--- config.mk ---
export PLATFORM = sky130hd
export DESIGN_NAME = layer_sequencer_flat
export DESIGN_NICKNAME = d
export VERILOG_FILES = /design/src/rtl/layer_sequencer_if.sv /design/src/rtl/layer_sequencer.sv /design/src/flat_wrapper.sv
export SDC_FILE = /design/constraint.sdc
export NUM_CORES = 1
export LEC_CHECK = 0
export BUFFER_PORTS_ARGS = -buffer_cell sky130_fd_sc_hd__buf_2
export CORE_AREA = 5 5 322 324
export CTS_CLUSTER_DIAMETER = 200
export DETAILED_ROUTE_END_ITERATION = 16
export DIE_AREA = 0 0 327 329
export PLACE_DENSITY = 0.55
export SETUP_SLACK_MARGIN = 0.05
export SLEW_MARGIN = 20
export SYNTH_ARGS = -nofsm -noshare
export SYNTH_HDL_FRONTEND = slang
export SYNTH_SLANG_ARGS = --single-unit
export TNS_END_PERCENT = 20
--- constraint.sdc ---
create_clock -name i_clk -period 40 [get_ports i_clk]
set_input_delay 4 -clock i_clk [delete_from_list [all_inputs] [get_ports i_clk]]
set_output_delay 4 -clock i_clk [all_outputs]
set_load 0.01 [all_outputs]
--- src/rtl/layer_sequencer_if.sv ---
// Handshake and layer-side bus of the layer sequencer.
// master: the sequencer itself; slave: the upstream/downstream/layer environment.
interface layer_sequencer_if #(
    parameter int NUM_INPUT  = 30,
    parameter int NUM_NEURON = 10,
    parameter int DATA_WIDTH = 16
);
    logic [NUM_INPUT*DATA_WIDTH-1:0]  i_vec;
    logic                             i_vec_valid;
    logic                             o_vec_ready;
    logic [DATA_WIDTH-1:0]            o_layer_input;
    logic                             o_layer_input_valid;
    logic [NUM_NEURON-1:0]            i_layer_input_ready;
    logic [NUM_NEURON*DATA_WIDTH-1:0] i_layer_output;
    logic [NUM_NEURON-1:0]            i_layer_output_valid;
    logic [NUM_NEURON*DATA_WIDTH-1:0] o_vec;
    logic                             o_vec_valid;
    logic                             i_vec_ready;
    logic                             o_busy;
    logic                             o_err;

    modport master (
        input  i_vec, i_vec_valid, i_layer_input_ready, i_layer_output,
               i_layer_output_valid, i_vec_ready,
        output o_vec_ready, o_layer_input, o_layer_input_valid, o_vec,
               o_vec_valid, o_busy, o_err
    );

    modport slave (
        output i_vec, i_vec_valid, i_layer_input_ready, i_layer_output,
               i_layer_output_valid, i_vec_ready,
        input  o_vec_ready, o_layer_input, o_layer_input_valid, o_vec,
               o_vec_valid, o_busy, o_err
    );
endinterface

--- src/rtl/layer_sequencer.sv ---
// Streams a buffered input vector element by element into a fully-connected layer and
// gathers the per-neuron output pulses into a result vector for the next stage.
module layer_sequencer #(
    parameter int NUM_INPUT  = 30,
    parameter int NUM_NEURON = 10,
    parameter int DATA_WIDTH = 16
) (
    input  logic               i_clk,
    input  logic               i_reset,
    layer_sequencer_if.master  bus
);
    localparam int VW    = NUM_INPUT * DATA_WIDTH;
    localparam int RW    = NUM_NEURON * DATA_WIDTH;
    localparam int IDX_W = (NUM_INPUT > 1) ? $clog2(NUM_INPUT) : 1;
    localparam logic [IDX_W-1:0] LAST_IDX = IDX_W'(NUM_INPUT - 1);

    typedef enum logic [1:0] {
        IDLE = 2'd0,
        SEND = 2'd1,
        WAIT = 2'd2,
        OUT  = 2'd3
    } state_e;

    state_e                  state_q, state_d;
    logic [IDX_W-1:0]        idx_q, idx_d;
    logic [NUM_NEURON-1:0]   done_q, done_d;
    logic [VW-1:0]           shadow_q, shadow_d;
    logic [RW-1:0]           vec_q, vec_d;
    logic [DATA_WIDTH-1:0]   elem_q, elem_d;
    logic                    err_q, err_d;

    logic                    all_ready;
    logic                    fire;
    logic                    last_elem;
    logic                    capturing;
    logic                    all_done;
    logic [NUM_NEURON-1:0]   new_cap;
    logic [NUM_NEURON-1:0]   dup_hit;
    logic [DATA_WIDTH-1:0]   next_elem;

    assign all_ready = &bus.i_layer_input_ready;
    assign fire      = (state_q == SEND) && all_ready;
    assign last_elem = (idx_q == LAST_IDX);
    assign capturing = (state_q == SEND) || (state_q == WAIT);
    assign new_cap   = capturing ? (bus.i_layer_output_valid & ~done_q) : '0;
    assign dup_hit   = capturing ? (bus.i_layer_output_valid & done_q) : '0;
    assign all_done  = &(done_q | new_cap);

    // Element idx+1 is preloaded into elem_q so the layer input stays a registered path.
    always_comb begin
        next_elem = '0;
        for (int unsigned k = 1; k < NUM_INPUT; k++) begin
            if (k == 32'(idx_q) + 32'd1) begin
                next_elem = shadow_q[k*DATA_WIDTH +: DATA_WIDTH];
            end
        end
    end

    always_comb begin
        state_d  = state_q;
        idx_d    = idx_q;
        shadow_d = shadow_q;
        elem_d   = elem_q;
        err_d    = err_q;
        done_d   = done_q | new_cap;
        vec_d    = vec_q;

        for (int unsigned n = 0; n < NUM_NEURON; n++) begin
            if (new_cap[n]) begin
                vec_d[n*DATA_WIDTH +: DATA_WIDTH] = bus.i_layer_output[n*DATA_WIDTH +: DATA_WIDTH];
            end
        end

        // Repeated pulses keep the first value; pulses outside SEND/WAIT are dropped.
        if (|dup_hit) begin
            err_d = 1'b1;
        end
        if (!capturing && (|bus.i_layer_output_valid)) begin
            err_d = 1'b1;
        end

        case (state_q)
            IDLE: begin
                if (bus.i_vec_valid) begin
                    shadow_d = bus.i_vec;
                    elem_d   = bus.i_vec[DATA_WIDTH-1:0];
                    idx_d    = '0;
                    done_d   = '0;
                    state_d  = SEND;
                end
            end
            SEND: begin
                if (fire) begin
                    if (last_elem) begin
                        state_d = WAIT;
                    end else begin
                        idx_d  = idx_q + 1'b1;
                        elem_d = next_elem;
                    end
                end
                // Every neuron answered while elements were still pending.
                if (all_done && !(fire && last_elem)) begin
                    err_d = 1'b1;
                end
            end
            WAIT: begin
                if (all_done) begin
                    state_d = OUT;
                end
            end
            OUT: begin
                if (bus.i_vec_ready) begin
                    state_d = IDLE;
                end
            end
            default: state_d = IDLE;
        endcase
    end

    always_ff @(posedge i_clk or posedge i_reset) begin
        if (i_reset) begin
            state_q  <= IDLE;
            idx_q    <= '0;
            done_q   <= '0;
            shadow_q <= '0;
            vec_q    <= '0;
            elem_q   <= '0;
            err_q    <= 1'b0;
        end else begin
            state_q  <= state_d;
            idx_q    <= idx_d;
            done_q   <= done_d;
            shadow_q <= shadow_d;
            vec_q    <= vec_d;
            elem_q   <= elem_d;
            err_q    <= err_d;
        end
    end

    assign bus.o_vec_ready         = (state_q == IDLE);
    assign bus.o_layer_input       = elem_q;
    assign bus.o_layer_input_valid = fire;
    assign bus.o_vec               = vec_q;
    assign bus.o_vec_valid         = (state_q == OUT);
    assign bus.o_busy              = (state_q != IDLE);
    assign bus.o_err               = err_q;

endmodule

--- src/flat_wrapper.sv ---
// flat-port wrapper written by rule: the top's interface ports become plain ports
module layer_sequencer_flat 
#(
    parameter int NUM_INPUT  = 30,
    parameter int NUM_NEURON = 10,
    parameter int DATA_WIDTH = 16
)
  (i_clk, i_reset, bus_i_vec, bus_i_vec_valid, bus_i_layer_input_ready, bus_i_layer_output, bus_i_layer_output_valid, bus_i_vec_ready, bus_o_vec_ready, bus_o_layer_input, bus_o_layer_input_valid, bus_o_vec, bus_o_vec_valid, bus_o_busy, bus_o_err);
  layer_sequencer_if #(.NUM_INPUT(NUM_INPUT), .NUM_NEURON(NUM_NEURON), .DATA_WIDTH(DATA_WIDTH)) bus_i ();
  input  logic i_clk;
  input  logic i_reset;
  input wire logic [$bits(bus_i.i_vec)-1:0] bus_i_vec;
  input wire logic [$bits(bus_i.i_vec_valid)-1:0] bus_i_vec_valid;
  input wire logic [$bits(bus_i.i_layer_input_ready)-1:0] bus_i_layer_input_ready;
  input wire logic [$bits(bus_i.i_layer_output)-1:0] bus_i_layer_output;
  input wire logic [$bits(bus_i.i_layer_output_valid)-1:0] bus_i_layer_output_valid;
  input wire logic [$bits(bus_i.i_vec_ready)-1:0] bus_i_vec_ready;
  output wire logic [$bits(bus_i.o_vec_ready)-1:0] bus_o_vec_ready;
  output wire logic [$bits(bus_i.o_layer_input)-1:0] bus_o_layer_input;
  output wire logic [$bits(bus_i.o_layer_input_valid)-1:0] bus_o_layer_input_valid;
  output wire logic [$bits(bus_i.o_vec)-1:0] bus_o_vec;
  output wire logic [$bits(bus_i.o_vec_valid)-1:0] bus_o_vec_valid;
  output wire logic [$bits(bus_i.o_busy)-1:0] bus_o_busy;
  output wire logic [$bits(bus_i.o_err)-1:0] bus_o_err;
  assign bus_i.i_vec = bus_i_vec;
  assign bus_i.i_vec_valid = bus_i_vec_valid;
  assign bus_i.i_layer_input_ready = bus_i_layer_input_ready;
  assign bus_i.i_layer_output = bus_i_layer_output;
  assign bus_i.i_layer_output_valid = bus_i_layer_output_valid;
  assign bus_i.i_vec_ready = bus_i_vec_ready;
  assign bus_o_vec_ready = bus_i.o_vec_ready;
  assign bus_o_layer_input = bus_i.o_layer_input;
  assign bus_o_layer_input_valid = bus_i.o_layer_input_valid;
  assign bus_o_vec = bus_i.o_vec;
  assign bus_o_vec_valid = bus_i.o_vec_valid;
  assign bus_o_busy = bus_i.o_busy;
  assign bus_o_err = bus_i.o_err;
  layer_sequencer #(.NUM_INPUT(NUM_INPUT), .NUM_NEURON(NUM_NEURON), .DATA_WIDTH(DATA_WIDTH)) u_core (.i_clk(i_clk), .i_reset(i_reset), .bus(bus_i));
endmodule
==> metrics.yaml <==
global_route:
  grt_pass1_vias: 23342
  grt_overflow_total: 0
  grt_first_pass_wirelength_mm: 171
  grt_use_total_pct: 21.9
  grt_max_degree: 183
  antenna_found_initial: 76
logic_synthesis:
  yosys_warnings: 0
  synthFlopType: "dfrtp_1"
  synthAdderAreaFrac_pct: 0.380
  synth_xor_xnor_area_share_pct: 0
  synth_cell_type_count: 86
  synth.most_common_cell: "dfrtp_1"
  yosys.area_share.simple_pct: 6.20
  synth_seq_area_share_pct: 55.6
  synth_compound_area_share_pct: 11.9
  syn-num-nets: 3017
  synth_edf_count: 0
  synth.top_cell.area_share_pct: 55.6
  muxShareOfSynthArea_pct: 23.2
  synth_top_family_by_area: "multiplexers"
  synth.avg_cell_area_sq_um: 12.6
  netlist_area_sq_um: 29600
  netlist_instances: 2344
  async_flop_share_pct: 100
  yosys_register_bits: 658
  synth_common_cells: "658 x dfrtp_1, 609 x mux2_2, 128 x clkbuf_1"
  yosys.area.top_type: "dfrtp_1"
  synth_area_leaders: "dfrtp_1 56%, mux2_2 23%, a21oi_1 1.9%"
floorplan:
  row_count: 117
  die_height_um: 329
  die_width_um: 327
  num_io_pins: 845
  coreArea_sq_um: 101000
  die_area_sq_um: 108000
  start_util_pct: 29.4
clock_network:
  cts_resized: 0
  clock_sinks: 658
  postCtsSetupBuffers: 0
  cts_hold_buf: 0
  cts_tree: "yes"
  htreeDepth: 3
  cts.clk_slew.worst_paths_ns: 0.06
  clkLatencyLatePin_ns: 0.66
  numCtsBuffers: 79
  clockBufferDepth: 3
  cts-root-buf: "clkbuf_16"
routing:
  dr.pass1.iters: 6
  ant_nets: 0
  vias: 23308
  drc: 0
  viasPerCell: 5.11
  postRouteWirelength_mm: 123
  wire_per_inst_um: 27.0
  drtIter0Drc: 1816
timing:
  worst_slack_ns: 30.95
  worst_pin_slew_ns: 1.17
  slew_headroom_pct: 22.0
  slew_viol_final: 0
  hold_viol_final: 0
  setup_tns_ns: 0
  skew_ns: 0.0355
  min_period_ns: 9.05
  fmax_ghz: 0.110
  grt_setup_unrepaired: "false"
  timing.final.crit_share_pct: 22.6
  final-setup-viol-count: 0
hold_path:
  hp-class: "flop to flop"
  min_path_cells: 2
power_and_ir_drop:
  p_leak_nw: 16.9
  p_switching_w: 0.000970
  power_w: 0.00290
  combPwrFrac_pct: 33.1
  p_int_w: 0.00193
  seq_power_share_pct: 41.1
  clockPowerShare_pct: 25.8
  cellPowerDensity_nw_per_um2: 76.3
  peakVddDrop_mv: 0.0419
  p_sw_share_pct: 33.4
critical_path:
  path_cells: "buf_2 -> nand4_1 -> nor3_1 -> inv_1 -> nor2_1 -> buf_2"
  crit_type: "primary input to output port"
  arrival_ns: 5.05
  critPathMostFrequentCell: "buf_2"
  worst_ep_required_time_ns: 36.00
  critPathMaxStageDelay_ns: 0.36
  cp_max_fo: 2
  worst_setup_path_start_kind: "primary input"
  cp_slowest_cell: "nor3_1"
  end_kind: "output port"
  reg2reg_depth: 13
outcome:
  outcome: "complete, no violations"
finish:
  fin_nets: 3821
  final_cells: 4563
  drive_gt1_share_pct: 52.4
  fill_cells: 10071
  post-route-util_pct: 37.7
  area_growth_syn_to_layout_pct: 28.3
placement:
  dp.cells: 4374
  numPortBuffers: 844
  hpwl_mm: 95.6
  pre_cts_slack_ns: 30.93
  gp_congestion: 0.896
job:
  drv_cap: 0
==> critical path: cells and delay by family <==
family,cells,cell delay (ns)
simple gates,3,0.69
buf+inv,3,0.37
==> placed cells by master, fill, tap and decap left out, types with 17 or more instances in the layout <==
| cell | count |
|---|---|
| a21oi_1 | 109 |
| a221oi_1 | 19 |
| a22oi_1 | 22 |
| buf_2 | 844 |
| buf_4 | 39 |
| clkbuf_16 | 79 |
| clkbuf_8 | 17 |
| clkinv_2 | 18 |
| dfrtp_1 | 658 |
| diode_2 | 40 |
| inv_1 | 28 |
| mux2_2 | 609 |
| nand2_1 | 115 |
| nand3_1 | 47 |
| nor2_1 | 83 |
| nor2b_1 | 19 |
| nor3_1 | 31 |
| o211ai_1 | 27 |
| o21ai_0 | 68 |
| o22ai_1 | 49 |
==> worst paths after layout <==
check	from	to	slack (ns)
hold / removal	u_core.bus.o_layer_input[11]	u_core.bus.o_layer_input[11]	0.48
hold reg to reg	u_core.bus.o_layer_input[11]	u_core.bus.o_layer_input[11]	0.48
min in group asynchronous	i_reset	u_core.bus.o_vec[104]	3.43
max in group asynchronous	i_reset	u_core.shadow_q[43]	33.50
setup / recovery	bus_i_layer_input_ready[2]	bus_o_layer_input_valid	30.95
setup reg to reg	u_core.idx_q[0]	u_core.bus.o_layer_input[11]	35.23
==> area by class of cell <==
type	count	area, sq um	share of cell area [%]
diodes	40	100	0.263
clock buffers	106	2250	5.91
clock inverters	41	477	1.25
inverters	29	116	0.306
multi-input cells	1493	12400	32.6
flip-flops and latches	658	16500	43.3
well taps	1309	1640	4.31
repair buffers	887	4590	12.1
==> through the flow <==
step	hold slack (ns)	instance area, sq um
floorplan	0.472	29600
global placement	0.464	35100
detailed placement	0.468	35100
CTS	0.486	37900
global route	0.503	38000
finish	0.483	38000
==> per-layer routing <==
metal,track usage [%],wire length [um],up-vias
met5,0,230,-
met4,9.38,5620,36
met3,6.23,8990,230
met2,35.4,57800,880
met1,27.5,50700,11786
li1,-,-,10376
==> kinds of logic (layout without fill, tap and decap cells) <==
| group | Yosys count | count (layout) |
|---|---|---|
| simple gates | 379 | 379 |
| mux | 610 | 610 |
| fa+ha+maj | 9 | 9 |
| buf+inv | 193 | 1063 |
| other cells | 0 | 40 |
| compound gates | 495 | 495 |
| flops | 658 | 658 |
==> power by group through the flow <==
stage                     Sequential [W]  Clock (W)  Combinational, W
after floorplan                  0.00120          0          0.000585
after global routing             0.00123   0.000792           0.00103
after detailed placement         0.00120          0          0.000968
after CTS                        0.00119   0.000767          0.000971
after global placement           0.00119          0          0.000951
final                            0.00119   0.000748          0.000960
==> registers in the layout, summed over array words and instances, names as in the netlist <==
| signal | count |
|---|---|
| u_core.done_q | 10 |
| u_core.idx_q | 5 |
| u_core.bus.o_layer_input | 16 |
| u_core.state_q | 2 |
| u_core.bus.o_err | 1 |
| u_core.bus.o_vec | 160 |
| u_core.shadow_q | 464 |
Power figures use the tool's default switching activity.
